--- config.mk ---
export PLATFORM = sky130hd
export DESIGN_NAME = uart_transmitter_flat
export DESIGN_NICKNAME = d
export VERILOG_FILES = /design/src/rtl/uart_pkg.sv /design/src/rtl/uart_transmitter_if.sv /design/src/rtl/sync_fifo.sv /design/src/rtl/uart_transmitter.sv /design/src/flat_wrapper.sv
export SDC_FILE = /design/constraint.sdc
export NUM_CORES = 1
export LEC_CHECK = 0
export CORE_MARGIN = 5
export CORE_UTILIZATION = 50
export DETAILED_ROUTE_END_ITERATION = 6
export HOLD_SLACK_MARGIN = 0.06
export PLACE_DENSITY = 0.67
export REMOVE_ABC_BUFFERS = 1
export SLEW_MARGIN = 5
export SYNTH_ARGS = -nofsm -noshare
export SYNTH_HDL_FRONTEND = slang
export SYNTH_SLANG_ARGS = --single-unit
export TNS_END_PERCENT = 10
--- constraint.sdc ---
create_clock -name clk -period 3.83 [get_ports clk]
set_input_delay 0.5745 -clock clk [delete_from_list [all_inputs] [get_ports clk]]
set_output_delay 0.5745 -clock clk [all_outputs]
set_load 0.01 [all_outputs]
--- src/rtl/uart_pkg.sv ---
// Shared UART/RS constants and types: default bit timing, frame length,
// transmitter state encoding and the RS block geometry used by the decoder.
// No ports; imported by the transmitter, its interface and its FIFO users.
package uart_pkg;

  localparam int DEF_CLKS_PER_BIT = 864;  // 100 MHz clock, ~115.7 kbaud
  localparam int FRAME_BITS       = 11;   // start + 8 data + parity + stop

  // RS(204,188) block geometry, shared with the RS decoder and its FSM.
  localparam int RS_N = 204;
  localparam int RS_K = 188;

  typedef logic [7:0] byte_t;

  typedef enum logic [2:0] {
    IDLE   = 3'd0,
    START  = 3'd1,
    DATA   = 3'd2,
    PARITY = 3'd3,
    STOP   = 3'd4
  } tx_state_e;

endpackage

--- src/rtl/uart_transmitter_if.sv ---
// Byte handshake between a byte source (e.g. the RS decoder) and the UART tx.
// Signals: tx_data (byte), tx_valid (source has a byte), tx_ready (sink accepts).
// A byte transfers on a rising edge where tx_valid && tx_ready.
interface uart_transmitter_if;
  import uart_pkg::*;

  byte_t tx_data;
  logic  tx_valid;
  logic  tx_ready;

  modport master (output tx_data, output tx_valid, input tx_ready);
  modport slave  (input tx_data, input tx_valid, output tx_ready);

endinterface

--- src/rtl/sync_fifo.sv ---
// Single-clock FIFO with registered occupancy count; head visible combinationally.
// Ports: push_i/push_dat_i write, pop_i/pop_dat_o read, full_o, empty_o, count_o.
// Pushes while full and pops while empty are ignored; DEPTH must be a power of 2.
module sync_fifo #(
  parameter int WIDTH = 8,
  parameter int DEPTH = 16
) (
  input  logic                   clk,
  input  logic                   rst_n,
  input  logic                   push_i,
  input  logic [WIDTH-1:0]       push_dat_i,
  input  logic                   pop_i,
  output logic [WIDTH-1:0]       pop_dat_o,
  output logic                   full_o,
  output logic                   empty_o,
  output logic [$clog2(DEPTH):0] count_o
);

  localparam int AW = $clog2(DEPTH);

  logic [WIDTH-1:0] mem_q [DEPTH];
  logic [AW-1:0]    wr_ptr_q;
  logic [AW-1:0]    rd_ptr_q;
  logic [AW:0]      count_q;
  logic             do_push;
  logic             do_pop;

  assign full_o    = (count_q == (AW+1)'(DEPTH));
  assign empty_o   = (count_q == '0);
  assign count_o   = count_q;
  assign pop_dat_o = mem_q[rd_ptr_q];
  assign do_push   = push_i && !full_o;
  assign do_pop    = pop_i && !empty_o;

  // Storage is not reset: a cleared count makes stale entries unreachable.
  always_ff @(posedge clk) begin
    if (do_push) mem_q[wr_ptr_q] <= push_dat_i;
  end

  // Pointers wrap naturally because DEPTH is a power of 2.
  always_ff @(posedge clk or negedge rst_n) begin
    if (!rst_n) begin
      wr_ptr_q <= '0;
      rd_ptr_q <= '0;
      count_q  <= '0;
    end else begin
      if (do_push) wr_ptr_q <= wr_ptr_q + 1'b1;
      if (do_pop)  rd_ptr_q <= rd_ptr_q + 1'b1;
      case ({do_push, do_pop})
        2'b10:   count_q <= count_q + 1'b1;
        2'b01:   count_q <= count_q - 1'b1;
        default: count_q <= count_q;
      endcase
    end
  end

endmodule

--- src/rtl/uart_transmitter.sv ---
// UART transmitter: buffers bytes in a FIFO and sends start/8 data LSB-first/parity/stop.
// Ports: clk, reset (async active-low), tx_if (slave handshake), Tx_D serial out,
// busy (frame in flight or bytes queued), fifo_count; first start bit 1 cycle after accept.
module uart_transmitter
  import uart_pkg::*;
#(
  parameter int CLKS_PER_BIT = DEF_CLKS_PER_BIT,
  parameter int FIFO_DEPTH   = 16,
  parameter int PARITY_ODD   = 0
) (
  input  logic                        clk,
  input  logic                        reset,
  uart_transmitter_if.slave           tx_if,
  output logic                        Tx_D,
  output logic                        busy,
  output logic [$clog2(FIFO_DEPTH):0] fifo_count
);

  localparam int              BW        = (CLKS_PER_BIT > 1) ? $clog2(CLKS_PER_BIT) : 1;
  localparam logic [BW-1:0]   BAUD_LAST = BW'(CLKS_PER_BIT - 1);
  localparam logic            PAR_INV   = (PARITY_ODD != 0);

  localparam logic [2:0] ST_IDLE   = IDLE;
  localparam logic [2:0] ST_START  = START;
  localparam logic [2:0] ST_DATA   = DATA;
  localparam logic [2:0] ST_PARITY = PARITY;
  localparam logic [2:0] ST_STOP   = STOP;

  logic [2:0]    state_q, state_d;
  logic [BW-1:0] baud_q, baud_d;
  logic [2:0]    bit_idx_q, bit_idx_d;
  byte_t         shift_q, shift_d;
  logic          parity_q, parity_d;
  logic          tx_q, tx_d;

  logic          fifo_pop;
  logic          fifo_empty;
  logic          fifo_full;
  byte_t         fifo_dat;
  logic          baud_done;

  sync_fifo #(
    .WIDTH (8),
    .DEPTH (FIFO_DEPTH)
  ) u_fifo (
    .clk        (clk),
    .rst_n      (reset),
    .push_i     (tx_if.tx_valid),
    .push_dat_i (tx_if.tx_data),
    .pop_i      (fifo_pop),
    .pop_dat_o  (fifo_dat),
    .full_o     (fifo_full),
    .empty_o    (fifo_empty),
    .count_o    (fifo_count)
  );

  assign tx_if.tx_ready = !fifo_full;
  assign baud_done      = (baud_q == BAUD_LAST);
  assign busy           = (state_q != ST_IDLE) || !fifo_empty;
  assign Tx_D           = tx_q;

  // tx_d is the line value for the next bit period, so Tx_D comes straight
  // from a flop and changes exactly on bit boundaries.
  always_comb begin
    state_d   = state_q;
    baud_d    = baud_q + 1'b1;
    bit_idx_d = bit_idx_q;
    shift_d   = shift_q;
    parity_d  = parity_q;
    tx_d      = tx_q;
    fifo_pop  = 1'b0;
    case (state_q)
      ST_IDLE: begin
        baud_d = '0;
        tx_d   = 1'b1;
        if (!fifo_empty) begin
          fifo_pop = 1'b1;
          shift_d  = fifo_dat;
          parity_d = (^fifo_dat) ^ PAR_INV;
          state_d  = ST_START;
          tx_d     = 1'b0;
        end
      end
      ST_START: begin
        if (baud_done) begin
          state_d   = ST_DATA;
          baud_d    = '0;
          bit_idx_d = 3'd0;
          tx_d      = shift_q[0];
        end
      end
      ST_DATA: begin
        if (baud_done) begin
          baud_d = '0;
          if (bit_idx_q == 3'd7) begin
            state_d = ST_PARITY;
            tx_d    = parity_q;
          end else begin
            bit_idx_d = bit_idx_q + 3'd1;
            tx_d      = shift_q[bit_idx_q + 3'd1];
          end
        end
      end
      ST_PARITY: begin
        if (baud_done) begin
          state_d = ST_STOP;
          baud_d  = '0;
          tx_d    = 1'b1;
        end
      end
      ST_STOP: begin
        if (baud_done) begin
          baud_d = '0;
          // Reload straight from the stop bit so queued frames abut with no idle gap.
          if (!fifo_empty) begin
            fifo_pop = 1'b1;
            shift_d  = fifo_dat;
            parity_d = (^fifo_dat) ^ PAR_INV;
            state_d  = ST_START;
            tx_d     = 1'b0;
          end else begin
            state_d = ST_IDLE;
            tx_d    = 1'b1;
          end
        end
      end
      default: begin
        state_d = ST_IDLE;
        baud_d  = '0;
        tx_d    = 1'b1;
      end
    endcase
  end

  always_ff @(posedge clk or negedge reset) begin
    if (!reset) begin
      state_q   <= ST_IDLE;
      baud_q    <= '0;
      bit_idx_q <= 3'd0;
      shift_q   <= 8'h00;
      parity_q  <= 1'b0;
      tx_q      <= 1'b1;
    end else begin
      state_q   <= state_d;
      baud_q    <= baud_d;
      bit_idx_q <= bit_idx_d;
      shift_q   <= shift_d;
      parity_q  <= parity_d;
      tx_q      <= tx_d;
    end
  end

endmodule
--- src/flat_wrapper.sv ---
// flat-port wrapper written by rule: the top's interface ports become plain ports
module uart_transmitter_flat import uart_pkg::*;
#(
  parameter int CLKS_PER_BIT = DEF_CLKS_PER_BIT,
  parameter int FIFO_DEPTH   = 16,
  parameter int PARITY_ODD   = 0
)
  (clk, reset, Tx_D, busy, fifo_count, tx_if_tx_data, tx_if_tx_valid, tx_if_tx_ready);
  uart_transmitter_if tx_if_i ();
  input  logic clk;
  input  logic reset;
  output logic Tx_D;
  output logic busy;
  output logic [$clog2(FIFO_DEPTH):0] fifo_count;
  input wire logic [$bits(tx_if_i.tx_data)-1:0] tx_if_tx_data;
  input wire logic [$bits(tx_if_i.tx_valid)-1:0] tx_if_tx_valid;
  output wire logic [$bits(tx_if_i.tx_ready)-1:0] tx_if_tx_ready;
  assign tx_if_i.tx_data = tx_if_tx_data;
  assign tx_if_i.tx_valid = tx_if_tx_valid;
  assign tx_if_tx_ready = tx_if_i.tx_ready;
  uart_transmitter #(.CLKS_PER_BIT(CLKS_PER_BIT), .FIFO_DEPTH(FIFO_DEPTH), .PARITY_ODD(PARITY_ODD)) u_core (.clk(clk), .reset(reset), .tx_if(tx_if_i), .Tx_D(Tx_D), .busy(busy), .fifo_count(fifo_count));
endmodule
==> results summary <==
The flow ran to the end, and the final reports show no timing, DRC or antenna violations. The count of unique library cells instantiated by Yosys is 42. The final antenna diode count came out at 0. The commonest register cell after synthesis is edfxtp_1. The shortest clock period the worst path allows after layout is 3.178 ns.

Setup repair after global routing left no endpoint under its margin. In this run the worst path has a maximum fanout of 15. The number of H-tree levels came out at 4. After the last flow step, the layout net total stands at approximately 470.

Clock-pin slew was measured on the worst setup and hold paths at 0.06 ns. The reported leakage power is 2.840 nW. The total number of vias is 3583.

The number of enable-type register cells in the synthesized netlist is 128. The number of standard cells after synthesis is 414. The final setup violation count is 0. The area fraction of the dominant cell type after synthesis came out at 0.5479. After global routing the overflow that remains totals 0. After detailed routing, the total wire length is 12680 um. The count of buffers added on input and output ports is 18.

The post-synthesis area per instance is 16.95 um^2. The critical path startpoint category is a flip-flop. The chip height is 128.5 um. Dividing the detail-routed via count by the number of cells gives 5.634. The area of the die came out at 16500 um^2. The routing usage on met2 is 0.2829.

The path depth of the worst reg2reg path came out at 15. Dividing the final minimum period by the clock period gives 0.8297. The I/O pin count is 19. The pre-antenna-repair detailed-routing pass consisted of 5 iterations.

The layout cell share with drive strength beyond 1 is 0.1667. For this run, asynchronously set or reset flops after synthesis account for 0.2335. The clock passes through at most 2 buffers. The slew of the pin with the lowest slew margin is 0.9146 ns. The post-CTS resize count came out at 0. Across every metal layer, demand over resource in global routing totals 0.1670. The top achievable clock speed came out at about 310 MHz.

The wire length of the first global-routing pass came out at 20290 um. The hold-fix buffer count after cts came out at 0. After global routing, the most crowded layer is met2. The total clock sinks came out at 167.

The remaining design rule violation count came out at 0. The worst pin sits at a relative slew slack of 0.3880. The hold violation count in the final report came out at 0. In this run the worst hold path is classified as input port to asynchronous set/reset pin. The sum of negative setup slack is 0 ns. The post-placement cell area is 7383 um^2. The synthesized netlist occupies a cell area of between 7000 and 8000 um^2. The number of DRC markers in iteration 0 is 442. The area of all placed cells without fillers came out at 7949 um^2.

The yosys synthesis warning count is 0. The met3 routing resource usage after global routing came out at 0.04276. By area the synthesized netlist is led by edfxtp_1 (55%), dfrtp_1 (14%), mux4_2 (6.7%). Clock skew on the completed layout was measured at 0.01115 ns.

The pin count of the biggest net entering global routing came out at 40. The number of clock buffers inserted by TritonCTS came out at 17. For this design the ratio of total power to cell area is 551.6 nW/um^2. The number of global-route vias before repair came to 3658.

The number of antenna violations at the first check in global routing came to 0. STA puts the critical path data arrival time at 3.49 ns. For met1 alone, demand over resource in global routing was 0.2144.

The clock tree root driver cell is clkbuf_16. The biggest area contributor in the post-synthesis netlist is edfxtp_1. TritonCTS built the clock tree.

The area growth from synthesis to layout is 13.30%. The sum of net half-perimeters after detailed placement came out at 8079 um. The final number of max-transition violations is 0. The core region area came out at 13830 um^2. The fraction of the yosys area taken by sequential cells came out at 0.6872.

The die extent in x came out at roughly 130 um. The weighted congestion at the end of routability-driven global placement is 0.7501. By startpoint and endpoint, the worst setup path is classified as flip-flop to flip-flop. The critical path data required time came out at 4.14 ns. The initialized floorplan defines 43 standard-cell rows. Dividing the detail-routed wire length by the instance count gives 19.94 um. The number of buffers added for setup after CTS is 0. STA classifies the critical path endpoint as a flip-flop. The latest clock arrival within the worst-skew pair is 0.43 ns. The number of storage elements in the synthesis netlist came out at about 170. The antenna violation net count after detailed routing came out at 0. The total of max-cap violations is 0. The worst-case IR drop observed on VDD is 0.5459 mV. The initial utilization of the core area, before any placement, comes to 0.5074.
final cells by class:
type,count,area [um^2]
Clock buffer,17,425.4
Clock inverter,15,140.1
Fill cell,1039,5878
Inverter,12,45.04
Multi-Input combinational cell,217,2028
Sequential cell,167,4822
Tap cell,180,225.2
Timing Repair Buffer,28,262.8
placed cells by master, fill, tap and decap left out, types with 3 or more instances in the layout:
| cell type | Yosys | layout |
|---|---|---|
| a21o_1 | 3 | 3 |
| a21oi_1 | 5 | 5 |
| a22oi_1 | 14 | 14 |
| buf_4 | 2 | 9 |
| clkbuf_16 | 0 | 17 |
| clkdlybuf4s50_1 | 0 | 17 |
| clkinvlp_4 | 0 | 3 |
| dfrtp_1 | 38 | 37 |
| edfxtp_1 | 128 | 128 |
| ha_1 | 12 | 12 |
| inv_1 | 12 | 12 |
| inv_6 | 0 | 5 |
| mux2_2 | 9 | 9 |
| mux2i_1 | 5 | 5 |
| mux4_1 | 13 | 13 |
| mux4_2 | 21 | 21 |
| nand2_1 | 24 | 24 |
| nand2b_1 | 4 | 4 |
| nand3_1 | 5 | 5 |
| nand4_1 | 4 | 4 |
| nor2_1 | 39 | 39 |
| nor3_1 | 5 | 5 |
| o21ai_0 | 8 | 8 |
| xnor2_1 | 21 | 21 |
| xor2_1 | 7 | 7 |
per-layer routing:
layer  vias up  wire, um
met2        95      6556
met4         0       116
li1       1653         -
met1      1821      5424
met5         -         0
met3        14       582
Yosys cell counts (5+ instances only):
master / n
edfxtp_1: 128
nor2_1: 39
dfrtp_1: 38
nand2_1: 24
mux4_2: 21
xnor2_1: 21
a22oi_1: 14
mux4_1: 13
ha_1: 12
inv_1: 12
mux2_2: 9
o21ai_0: 8
xor2_1: 7
clkbuf_1: 6
a21oi_1: 5
mux2i_1: 5
nand3_1: 5
nor3_1: 5
metrics by stage:
step | std cells | setup WS [ns] | total power [mW] | hold WS (ns) | utilization
after detailed placement | 604 | 0.6629 | 2.793 | 0.4815 | 0.5340
after global placement | 604 | 0.7832 | 2.770 | 0.4593 | 0.5340
after CTS | 636 | 0.6283 | 4.421 | 0.2925 | 0.5749
after floorplan | 396 | 0.7946 | 2.554 | 0.2789 | -
after global routing | 636 | 0.3120 | 4.552 | 0.3391 | 0.5749
final | 636 | 0.6523 | 4.384 | 0.2643 | 0.5749
kinds of logic (layout without fill, tap and decap cells):
logic type | after synthesis | count (layout) | synth area share
AOI/OAI and AO/OA | 35 | 35 | 0.03246
xor gates and xnor gates | 28 | 28 | 0.03496
adders and majority gates | 13 | 13 | 0.02425
buffers and inverters | 30 | 72 | 0.02372
DFF | 167 | 167 | 0.6872
muxes | 48 | 48 | 0.1377
and+or+nand+nor | 93 | 93 | 0.05975
final timing paths:
check	from	to	slack, ns
min reg2reg	u_core.baud_q[0]	u_core.baud_q[0]	0.49
max in group asynchronous	reset	u_core.u_fifo.rd_ptr_q[0]	2.97
max reg2reg	u_core.baud_q[0]	u_core.u_fifo.count_o[4]	0.65
max	u_core.baud_q[0]	u_core.u_fifo.count_o[4]	0.65
min	reset	u_core.baud_q[6]	0.26
min in group clk	u_core.baud_q[0]	u_core.baud_q[0]	0.49
critical path: stages (launching register included):
cell     delay (ns)
dfrtp_1        0.39
ha_1           0.22
nand4_1        0.15
nor2_1         0.37
inv_1          0.16
a21oi_2        0.16
buf_4          0.23
ha_1           0.26
inv_1          0.10
fa_1           0.41
inv_1          0.07
a21o_1         0.11
a21oi_1        0.08
xnor2_1        0.15
nor2_1         0.06
xor2_1         0.14
state kept, by name (all words and copies together) (netlist names):
signal,count
u_core.u_fifo.mem_q,128
u_core.baud_q,10
u_core.shift_q,8
u_core.u_fifo.count_o,5
u_core.u_fifo.rd_ptr_q,4
u_core.u_fifo.wr_ptr_q,4
u_core.bit_idx_q,3
u_core.state_q,3
u_core.Tx_D,1
u_core.parity_q,1
power by group:
part	switching, mW	leakage, nW	internal [mW]	total [mW]
logic	0.299	0.931	0.215	0.514
clock network	0.721	0.270	0.907	1.63
registers	0.103	1.64	2.14	2.24
total	1.12	2.84	3.26	4.38
No activity file was read; power rests on OpenSTA's default activity.
